## config.mk

```make
export PLATFORM = sky130hd
export DESIGN_NAME = sumador_rizado_ctrl
export DESIGN_NICKNAME = d
export VERILOG_FILES = /design/src/rtl/sumador_rizado_ctrl.sv
export SDC_FILE = /design/constraint.sdc
export NUM_CORES = 1
export LEC_CHECK = 0
export BUFFER_PORTS_ARGS = -buffer_cell sky130_fd_sc_hd__buf_2
export CORE_UTILIZATION = 50
export CTS_CLUSTER_SIZE = 12
export DETAILED_ROUTE_END_ITERATION = 8
export PLACE_DENSITY = 0.82
export SYNTH_ARGS = -nofsm -noshare
export SYNTH_HDL_FRONTEND = slang
export SYNTH_SLANG_ARGS = --single-unit
export TNS_END_PERCENT = 100
```

## constraint.sdc

```tcl
create_clock -name clk -period 6.7 [get_ports clk]
set_input_delay 1.34 -clock clk [delete_from_list [all_inputs] [get_ports clk]]
set_output_delay 1.34 -clock clk [all_outputs]
set_load 0.02 [all_outputs]
```

## src/rtl/sumador_rizado_ctrl.sv

```systemverilog
// Launch/capture control around an external ripple-carry adder (SUM_RIZADO).
// Operands are accepted on a valid/ready handshake and launched to the adder
// from flops. After a fixed settle time the sum and carry are captured and
// offered downstream. Toggles of the launched operand bits are accumulated in
// a saturating counter.
// Ports:
//   clk, reset_L               clock, async active-low reset
//   in_valid/in_ready          operand handshake (in_ready decoded from state)
//   in_a, in_b, in_ci          operands and carry in
//   add_a, add_b, add_ci       registered operands driven to the adder
//   add_s, add_co              adder result (combinational from the adder)
//   out_valid/out_ready        result handshake
//   out_s, out_co              captured sum and carry out
//   tog_clr, tog_cnt           toggle counter clear and value
module sumador_rizado_ctrl #(
  parameter int unsigned WIDTH  = 8,
  parameter int unsigned SETTLE = 4,
  parameter int unsigned CNT_W  = 16
) (
  input  logic             clk,
  input  logic             reset_L,
  input  logic             in_valid,
  output logic             in_ready,
  input  logic [WIDTH-1:0] in_a,
  input  logic [WIDTH-1:0] in_b,
  input  logic             in_ci,
  output logic [WIDTH-1:0] add_a,
  output logic [WIDTH-1:0] add_b,
  output logic             add_ci,
  input  logic [WIDTH-1:0] add_s,
  input  logic             add_co,
  output logic             out_valid,
  input  logic             out_ready,
  output logic [WIDTH-1:0] out_s,
  output logic             out_co,
  input  logic             tog_clr,
  output logic [CNT_W-1:0] tog_cnt
);

  localparam int unsigned VEC_W   = 2 * WIDTH + 1;
  localparam int unsigned DELTA_W = $clog2(VEC_W + 1);
  localparam int unsigned SUM_W   = ((CNT_W > DELTA_W) ? CNT_W : DELTA_W) + 1;
  localparam int unsigned SCNT_W  = (SETTLE > 1) ? $clog2(SETTLE) : 1;

  typedef enum logic [1:0] {
    ST_IDLE   = 2'd0,
    ST_SETTLE = 2'd1,
    ST_HOLD   = 2'd2
  } state_t;

  state_t              state, state_n;
  logic [SCNT_W-1:0]   scnt, scnt_n;
  logic [WIDTH-1:0]    add_a_n, add_b_n, out_s_n;
  logic                add_ci_n, out_co_n, out_valid_n;
  logic [CNT_W-1:0]    tog_n, tog_base, tog_sat;
  logic [DELTA_W-1:0]  delta;
  logic [SUM_W-1:0]    tog_sum;

  // Number of set bits in a launch-vector difference.
  function automatic logic [DELTA_W-1:0] popcount(input logic [VEC_W-1:0] v);
    logic [DELTA_W-1:0] n;
    n = '0;
    for (int i = 0; i < VEC_W; i++) begin
      n = n + DELTA_W'(v[i]);
    end
    return n;
  endfunction

  assign in_ready = (state == ST_IDLE);

  // Bits that would switch on the adder inputs if the offered beat is launched.
  assign delta = popcount({in_a, in_b, in_ci} ^ {add_a, add_b, add_ci});

  // Clear takes effect first so a simultaneous accept lands on a zero base.
  assign tog_base = tog_clr ? '0 : tog_cnt;
  assign tog_sum  = SUM_W'(tog_base) + SUM_W'(delta);
  assign tog_sat  = (tog_sum > SUM_W'({CNT_W{1'b1}})) ? {CNT_W{1'b1}}
                                                      : tog_sum[CNT_W-1:0];

  // State and datapath registers.
  always_ff @(posedge clk or negedge reset_L) begin
    if (!reset_L) begin
      state     <= ST_IDLE;
      scnt      <= '0;
      add_a     <= '0;
      add_b     <= '0;
      add_ci    <= 1'b0;
      out_s     <= '0;
      out_co    <= 1'b0;
      out_valid <= 1'b0;
      tog_cnt   <= '0;
    end else begin
      state     <= state_n;
      scnt      <= scnt_n;
      add_a     <= add_a_n;
      add_b     <= add_b_n;
      add_ci    <= add_ci_n;
      out_s     <= out_s_n;
      out_co    <= out_co_n;
      out_valid <= out_valid_n;
      tog_cnt   <= tog_n;
    end
  end

  // Next-state and next-output decode.
  always_comb begin
    state_n     = state;
    scnt_n      = scnt;
    add_a_n     = add_a;
    add_b_n     = add_b;
    add_ci_n    = add_ci;
    out_s_n     = out_s;
    out_co_n    = out_co;
    out_valid_n = out_valid;
    tog_n       = tog_base;
    unique case (state)
      ST_IDLE: begin
        if (in_valid) begin
          add_a_n  = in_a;
          add_b_n  = in_b;
          add_ci_n = in_ci;
          scnt_n   = SCNT_W'(SETTLE - 1);
          tog_n    = tog_sat;
          state_n  = ST_SETTLE;
        end
      end
      ST_SETTLE: begin
        if (scnt != '0) begin
          scnt_n = scnt - SCNT_W'(1);
        end else begin
          out_s_n     = add_s;
          out_co_n    = add_co;
          out_valid_n = 1'b1;
          state_n     = ST_HOLD;
        end
      end
      ST_HOLD: begin
        if (out_ready) begin
          out_valid_n = 1'b0;
          state_n     = ST_IDLE;
        end
      end
      default: begin
        out_valid_n = 1'b0;
        state_n     = ST_IDLE;
      end
    endcase
  end

endmodule
```

# Word level (Yosys, flattened, before mapping)
# Cells that the tools add are included.
# word_totals
register_bits	47
inputBits	31
# op_classes
n_addsub	18
n_lt_le_gt_ge	1
eq_ne	6
muxes	14
n_bitwise	3
n_reduce_logical	8
# ops
cell	count
16-bit two-way mux	4
5-bit by 1-bit adder with 5-bit output	12
16-bit by 5-bit adder with 17-bit output	1
17-bit by 16-bit greater-than comparator with 1-bit output, second input constant	1
17-bit bitwise XOR	1
2-bit two-way mux	5
3-bit AND reduction	3
2-bit inequality test, second input constant	4
2-bit one-hot mux with 3 select lines	1
4-bit by 1-bit adder with 5-bit output	1
3-bit by 1-bit adder with 4-bit output	1
2-bit one-hot mux with 2 select lines	1
2-bit AND reduction	2
2-bit nonzero test	2
2-bit by 1-bit adder with 3-bit output	1
1-bit one-hot mux with 3 select lines	1
1-bit by 1-bit adder with 2-bit output	1
2-bit by 1-bit == test with 1-bit output, second input constant	1
2-bit == test, second input constant	1
2-bit logical NOT	1
1-bit two-way mux	2
1-bit NOT	2
2-bit by 1-bit subtractor with 2-bit output, second input constant	1

# Logic depth before layout (Yosys ltp)
# Gate-level depths: netlist of the first run.
# depth
word_depth	22
mapped_depth	17

# Worst setup path before layout of the first run
# OpenSTA, ideal clock, no wires.
# synth_path
path_kind	input port to flip-flop
from	in in_ci
to	reg tog_cnt[13]
setup_time_ps	116
arrival_ps	5637
setup_slack_ps	947
stages	16
n_path_buf	0
path_cell_list	xor2_1 > fa_1 > fa_1 > fa_1 > inv_1 > fa_1 > fa_1 > inv_1 > ha_1 > inv_1 > fa_1 > nor2b_1 > o21bai_4 > a211oi_4 > nand2_1 > o311ai_0
# synth_via
elab_chain_len	22
# synth_lines
item	line_no	source
start: declaration	26	input logic in_ci,
17-bit bitwise XOR (*)	72	assign delta = popcount({in_a, in_b, in_ci} ^ {add_a, add_b, add_ci});
1-bit by 1-bit adder with 2-bit output (*)	64	n = n + DELTA_W'(v[i]);
2-bit by 1-bit adder with 3-bit output (*)	64	
3-bit by 1-bit adder with 4-bit output (*)	64	
4-bit by 1-bit adder with 5-bit output (*)	64	
5-bit by 1-bit adder with 5-bit output (*) (12 in a row)	64	
16-bit by 5-bit adder with 17-bit output (*)	76	assign tog_sum = SUM_W'(tog_base) + SUM_W'(delta);
17-bit by 16-bit greater-than comparator with 1-bit output	77	assign tog_sat = (tog_sum > SUM_W'({CNT_W{1'b1}})) ? {CNT_W{1'b1}}
16-bit two-way mux (*)	77	
16-bit two-way mux (*)	118	if (in_valid) begin
16-bit two-way mux (*)	116	unique case (state)
named net tog_n[13]	55	logic [CNT_W-1:0] tog_n, tog_base, tog_sat;
end signal: assignment	101	tog_cnt <= tog_n;
end: declaration	37	output logic [CNT_W-1:0] tog_cnt
# Mark *: on every way through the listed nets, which the timed path passes. The rest lies on a longest branch.
# A chain may end at the register's enable or synchronous reset.

# Final worst setup path of the first run
# layout_path
from	in tog_clr
to	reg tog_cnt[13]
# layout_via
elab_chain_len	6
# layout_lines
item	line_no	source
start: declaration	36	input logic tog_clr,
16-bit two-way mux (*)	75	assign tog_base = tog_clr ? '0 : tog_cnt;
16-bit by 5-bit adder with 17-bit output	76	
17-bit by 16-bit greater-than comparator with 1-bit output	77	
16-bit two-way mux	77	
16-bit two-way mux	118	
16-bit two-way mux (*)	116	
named net tog_n[13]	55	
# Marks and branches as above.

==> key figures, run 1 <==
Place
  • Placed Cells: approximately 420
  • Gpl congestion: 0.827
  • Hpwl dp: 4.46 mm
  • PortBufs: 74

Cells and area
  • Fillers: 473
  • Final non-filler cell total: 429
  • Nets@finish: 414
  • # diodes: 0
  • Fraction of layout cells with a size suffix above 1: 28.0%
  • Area grow syn2layout: 17.9%

Outcome
  • Outcome: finished, final reports clean

STA
  • Setup_tns: 0 ps
  • Relative slew slack: 29.6%
  • Worst-Margin Slew: around 1100 ps
  • Final worst-path cycle share: 89.9%
  • Final slew viol count: 0
  • Tmin final: 6030 ps
  • RSZ-0062 raised after global routing: false
  • Endpoints failing setup: 0
  • Final Hold Viols: 0
  • Max Freq: 166 MHz
  • Worst clock skew: 5.04 ps

Run
  • Max Cap Viol: 0

Clocking
  • Sink Count: 47
  • Hold-fix buffers, CTS: 0
  • Later-pin clock latency in the skew report: roughly 300 ps
  • TritonCTS Buffers: 5
  • Root buf cell: clkbuf_8
  • Clock buffer depth: 2
  • CTS clk-pin slew, worst paths: 90 ps
  • CTS tree: yes
  • CTS resizes: 0
  • H-Tree Depth: 2
  • Post-CTS setup buffers: 0

Route
  • # DRC: 0
  • DR vias/cell: 5.16
  • TritonRoute pass-1 iters: 4
  • Wirelength, routed: 5.92 mm
  • Vias post-DR: about 2.2k
  • DR WL/cell: 13.8 µm
  • Initial DRC Count: around 140
  • ANT nets after route: 0

Global routing
  • First-pass GRT wire length: 10.0 mm
  • GRT overflow: 0
  • Initial antenna violation count: 0
  • Gr usage total: 21.5%
  • Vias in the first global route: between 2k and 2.5k
  • Largest net degree at the start of global routing: 48

Synthesis
  • Post-synth EDFFs: 0
  • Cells after Synth: 283
  • Ys async rst share: 100%
  • Mapped Avg Cell Area: around 10 µm²
  • Synth Warn #: 0
  • Cell Area, Synth: 0.00287 mm²
  • Synth cell types: 44
  • Syn Nets: 341
  • Share of the yosys chip area belonging to registers: 41.0%
  • Top FF cell, synth: dfrtp_1
  • Yosys reg bits: 47

Worst setup path
  • Crit path arrival time: ~6200 ps
  • Worst Setup End Kind: register
  • Crit-path max FO: 9
  • Worst Setup Path Type: in -> reg
  • WP data required: around 7000 ps
  • Crit start category: primary input

Floorplanning
  • Chip width: 77.7 µm
  • Initial Util: around 52%
  • Core area: 0.00551 mm²
  • I/O pin count: between 70 and 80
  • Die area: 0.00604 mm²
  • Num rows: 27
  • Die Y: 77.7 µm

Min path
  • Hold WC Path Type: reg -> reg
[cell usage after synthesis (3+ instances only)]
library cell,count,share of area (%)
nand2_1,63,8.2
dfrtp_1,47,41
ha_1,15,6.5
xnor2_1,14,4.3
nor2_1,13,1.7
fa_1,12,8.4
inv_1,12,1.6
o21ai_0,11,1.9
xor2_1,11,3.4
a21oi_1,10,1.7
mux2_2,10,3.9
nor2b_1,8,1.7
a211oi_1,7,1.8
clkbuf_1,6,0.79
nand3_1,6,1.0
nand2b_1,4,0.87
and2_1,3,0.65
[kinds of logic (layout without fill, tap and decap cells)]
kind of cell | Yosys count | in the layout | share of synthesized area [%]
AO/OA/AOI/OAI | 41 | 41 | 10.2
XOR/XNOR | 25 | 25 | 7.64
adder cells (fa/ha/maj) | 27 | 27 | 14.9
buffers and inverters | 21 | 95 | 2.97
flip-flops | 47 | 47 | 41.0
multiplexers | 11 | 11 | 4.28
AND/OR/NAND/NOR | 111 | 111 | 19.0
[layout by cell type, fill, tap and decap left out, types with 10 or more instances in the layout]
cell      n
xor2_1   11
buf_2    74
inv_1    12
nor2_1   13
fa_1     12
o21ai_0  11
a21oi_1  10
dfrtp_1  47
nand2_1  63
mux2_2   10
xnor2_1  14
ha_1     15
[registers in the layout (all words and copies together), names as in the netlist, 2 cells and up]
register,count
state,2
out_s,8
add_a,8
scnt,2
tog_cnt,16
add_b,8
[stage by stage]
stage               cell area (µm²)  util (%)  hold WS (ps)  setup WS, ps
floorplan                      2870         -           489           947
global placement               3290      59.8           487           577
detailed placement             3290      59.8           494           335
CTS                            3380      61.4           516           670
global route                   3380      61.4           531           308
finish                         3380      61.4           510           674
[layout make-up]
type	count	area, µm²	share of cell area (%)
multi-input cells	215	1610	47.5
flip-flops and latches	47	1180	34.8
repair buffers	75	378	11.2
well taps	72	90.1	2.67
clock buffers	6	72.6	2.15
inverters	12	45.0	1.33
clock inverters	2	12.5	0.370
[worst paths after layout]
check | from | to | slack, ps | cells past startpoint
max in group asynchronous | reset_L | tog_cnt[3] | 4820 | 1
worst max-delay path | tog_clr | tog_cnt[13] | 670 | 17
worst min-delay path | out_s[6] | out_s[6] | 510 | 1
min in group asynchronous | reset_L | add_b[4] | 1220 | 1
worst min register to register | out_s[6] | out_s[6] | 510 | 1
worst max register to register | add_ci | tog_cnt[13] | 1410 | 16
[critical path, cell delays in order]
cell      delay, ps
buf_2           130
nor2b_1         210
fa_1            460
fa_1            530
fa_1            550
inv_1            50
fa_1            500
fa_1            480
inv_1            70
ha_1            170
inv_1            60
fa_1            410
nor2b_1         280
o21bai_4        130
a211oi_4        440
nand2_1         210
o311ai_0        180
[per-layer routing]
| metal | share of wire [%] | up-vias | GRT usage (%) |
|---|---|---|---|
| li1 | - | 1094 | - |
| met1 | 44 | 1054 | 27.5 |
| met2 | 49 | 55 | 35.6 |
| met3 | 4.6 | 9 | 4.35 |
| met4 | 2.2 | 0 | 8.87 |
| met5 | 0 | - | 0 |
Power of run 1 is not shown: default switching activity piles up to over one toggle a cycle in this logic, so the estimate is an artifact.
==> run 2: changes to the inputs <==
PLACE_DENSITY = 0.76   (was 0.82)
==> run 2 against run 1 <==
Against the previous run: flip-flop and latch count unchanged; critical path depth unchanged; routed wire length decreased by 2.4%; via count increased by 0.50%; non-clock buffer count increased by 1; largest cell class unchanged; die area unchanged; clock skew increased by 2.0 ps; worst hold slack got worse by 1.1 ps; utilization increased by 0.27 points; count of clock-buffer cells in the layout decreased by 1; global-route usage decreased by 0.46 points; fmax increased by 1.5%.
==> key figures, run 2 (synthesized netlist as in run 1, its figures left out) <==
Place
  • Gpl congestion: 0.832
  • PortBufs: 74
  • Hpwl dp: 4.39 mm
  • Placed Cells: 422

STA
  • Worst-Margin Slew: 919 ps
  • Tmin final: 5940 ps
  • Endpoints failing setup: 0
  • Max Freq: 168 MHz
  • Final Hold Viols: 0
  • Relative slew slack: 38.7%
  • Final slew viol count: 0
  • Setup_tns: 0 ps
  • RSZ-0062 raised after global routing: false
  • Final worst-path cycle share: between 80% and 90%
  • Worst clock skew: 7.02 ps

Worst setup path
  • FF-to-FF Start: add_ci
  • Most used cell, CP: fa_1
  • Worst path max stage delay: 550 ps
  • Reg2Reg Depth: 16
  • Crit path buffers/inverters: 4
  • Reg2reg end: tog_cnt[13]
  • Worst Setup End Kind: register
  • Worst Setup Path Type: in -> reg
  • CP Depth: 17
  • Slowest cell on crit path: fa_1
  • WP data required: 6900 ps
  • Worst path cell trace: buf_2 -> nor2b_1 -> fa_1 -> fa_1 -> fa_1 -> inv_1 -> fa_1 -> fa_1 -> inv_1 -> ha_1 -> inv_1 -> fa_1 -> nor2b_1 -> o21bai_4 -> a211oi_4 -> nand2_1 -> o311ai_0
  • Flop2flop setup slack: 1530 ps
  • Crit-path max FO: 9
  • Crit start category: primary input
  • Crit path arrival time: 6140 ps
  • Top delay family on crit path: adder cells

Clocking
  • TritonCTS Buffers: 5
  • CTS clk-pin slew, worst paths: about 100 ps
  • Post-CTS setup buffers: 0
  • Hold-fix buffers, CTS: 0
  • Clock buffer depth: 2
  • Root buf cell: clkbuf_8
  • CTS resizes: 0
  • Later-pin clock latency in the skew report: 310 ps
  • Sink Count: 47
  • CTS tree: yes
  • H-Tree Depth: 2

Floorplanning
  • Core area: around 0.0055 mm²
  • Chip width: roughly 78 µm
  • Die Y: 77.7 µm
  • Die area: a little over 0.006 mm²
  • Num rows: 27
  • Initial Util: 52.1%
  • I/O pin count: 75

Cells and area
  • Most frequent cells in the layout: buf_2 (74), nand2_1 (63), dfrtp_1 (47)
  • # diodes: 0
  • Area grow syn2layout: 18.4%
  • Fillers: 481
  • Max FFs per register: 16
  • Most flop-heavy register: tog_cnt
  • Most common cell after layout, fill and taps aside: buf_2
  • Final non-filler cell total: 430
  • Fraction of layout cells with a size suffix above 1: 28.5%
  • Nets@finish: a little over 400

Route
  • DR vias/cell: just over 5
  • ANT nets after route: 0
  • # DRC: 0
  • TritonRoute pass-1 iters: 4
  • Vias post-DR: 2223
  • Initial DRC Count: 101
  • DR WL/cell: 13.4 µm
  • Wirelength, routed: 5.78 mm

Min path
  • Hold Path Depth: 1
  • Hold Crit Start: out_s[3]
  • Hold WC Path Type: reg -> reg
  • Hold Path End: out_s[3]

Global routing
  • Vias in the first global route: 2251
  • GRT overflow: 0
  • Largest net degree at the start of global routing: 48
  • Gr usage total: 21.1%
  • Initial antenna violation count: 0
  • First-pass GRT wire length: a little under 10 mm

Run
  • Max Cap Viol: 0

Outcome
  • Outcome: finished, final reports clean
run 2: area by class of cell:
type	instances	area [µm²]	area share, %
Timing Repair Buffer	76	385	11.4
Inverter	12	45.0	1.33
Multi-Input combinational cell	215	1610	47.3
Sequential cell	47	1180	34.6
Tap cell	72	90.1	2.65
Clock buffer	5	68.8	2.03
Clock inverter	3	23.8	0.700
run 2: worst reg2reg max path, stage by stage (launching register included):
cell and delay [ps]:
dfrtp_1 420, xor2_1 200, fa_1 480, fa_1 530
fa_1 550, inv_1 60, fa_1 500, fa_1 480
inv_1 70, ha_1 160, inv_1 50, fa_1 400
nor2b_1 250, o21bai_4 130, a211oi_4 440, nand2_1 200
o311ai_0 160
run 2: routing by layer:
metal	vias to the layer above	part of all wire [%]	track usage (%)
met4	0	1.8	7.36
met3	9	5.0	5.41
met1	1052	45	26.6
li1	1101	-	-
met2	61	48	35.0
met5	-	0	0
run 2: how the worst max path moves through the flow:
stage                  from          end  slack, ps
floorplan             in_ci  tog_cnt[13]        950
global placement    tog_clr  tog_cnt[13]        550
detailed placement  tog_clr  tog_cnt[13]        430
CTS                 tog_clr  tog_cnt[12]        740
global route        tog_clr  tog_cnt[13]        440
finish              tog_clr  tog_cnt[13]        760
run 2: metrics by stage:
stage / setup WS, ps / area (µm²) / utilization [%] / hold slack, ps
global placement: 553 / 3300 / 60.0 / 484
floorplan: 947 / 2870 / - / 489
finish: 761 / 3390 / 61.6 / 509
detailed placement: 428 / 3300 / 60.0 / 489
global route: 440 / 3390 / 61.6 / 528
CTS: 742 / 3390 / 61.6 / 512
Power of run 2 is left out for the same reason.
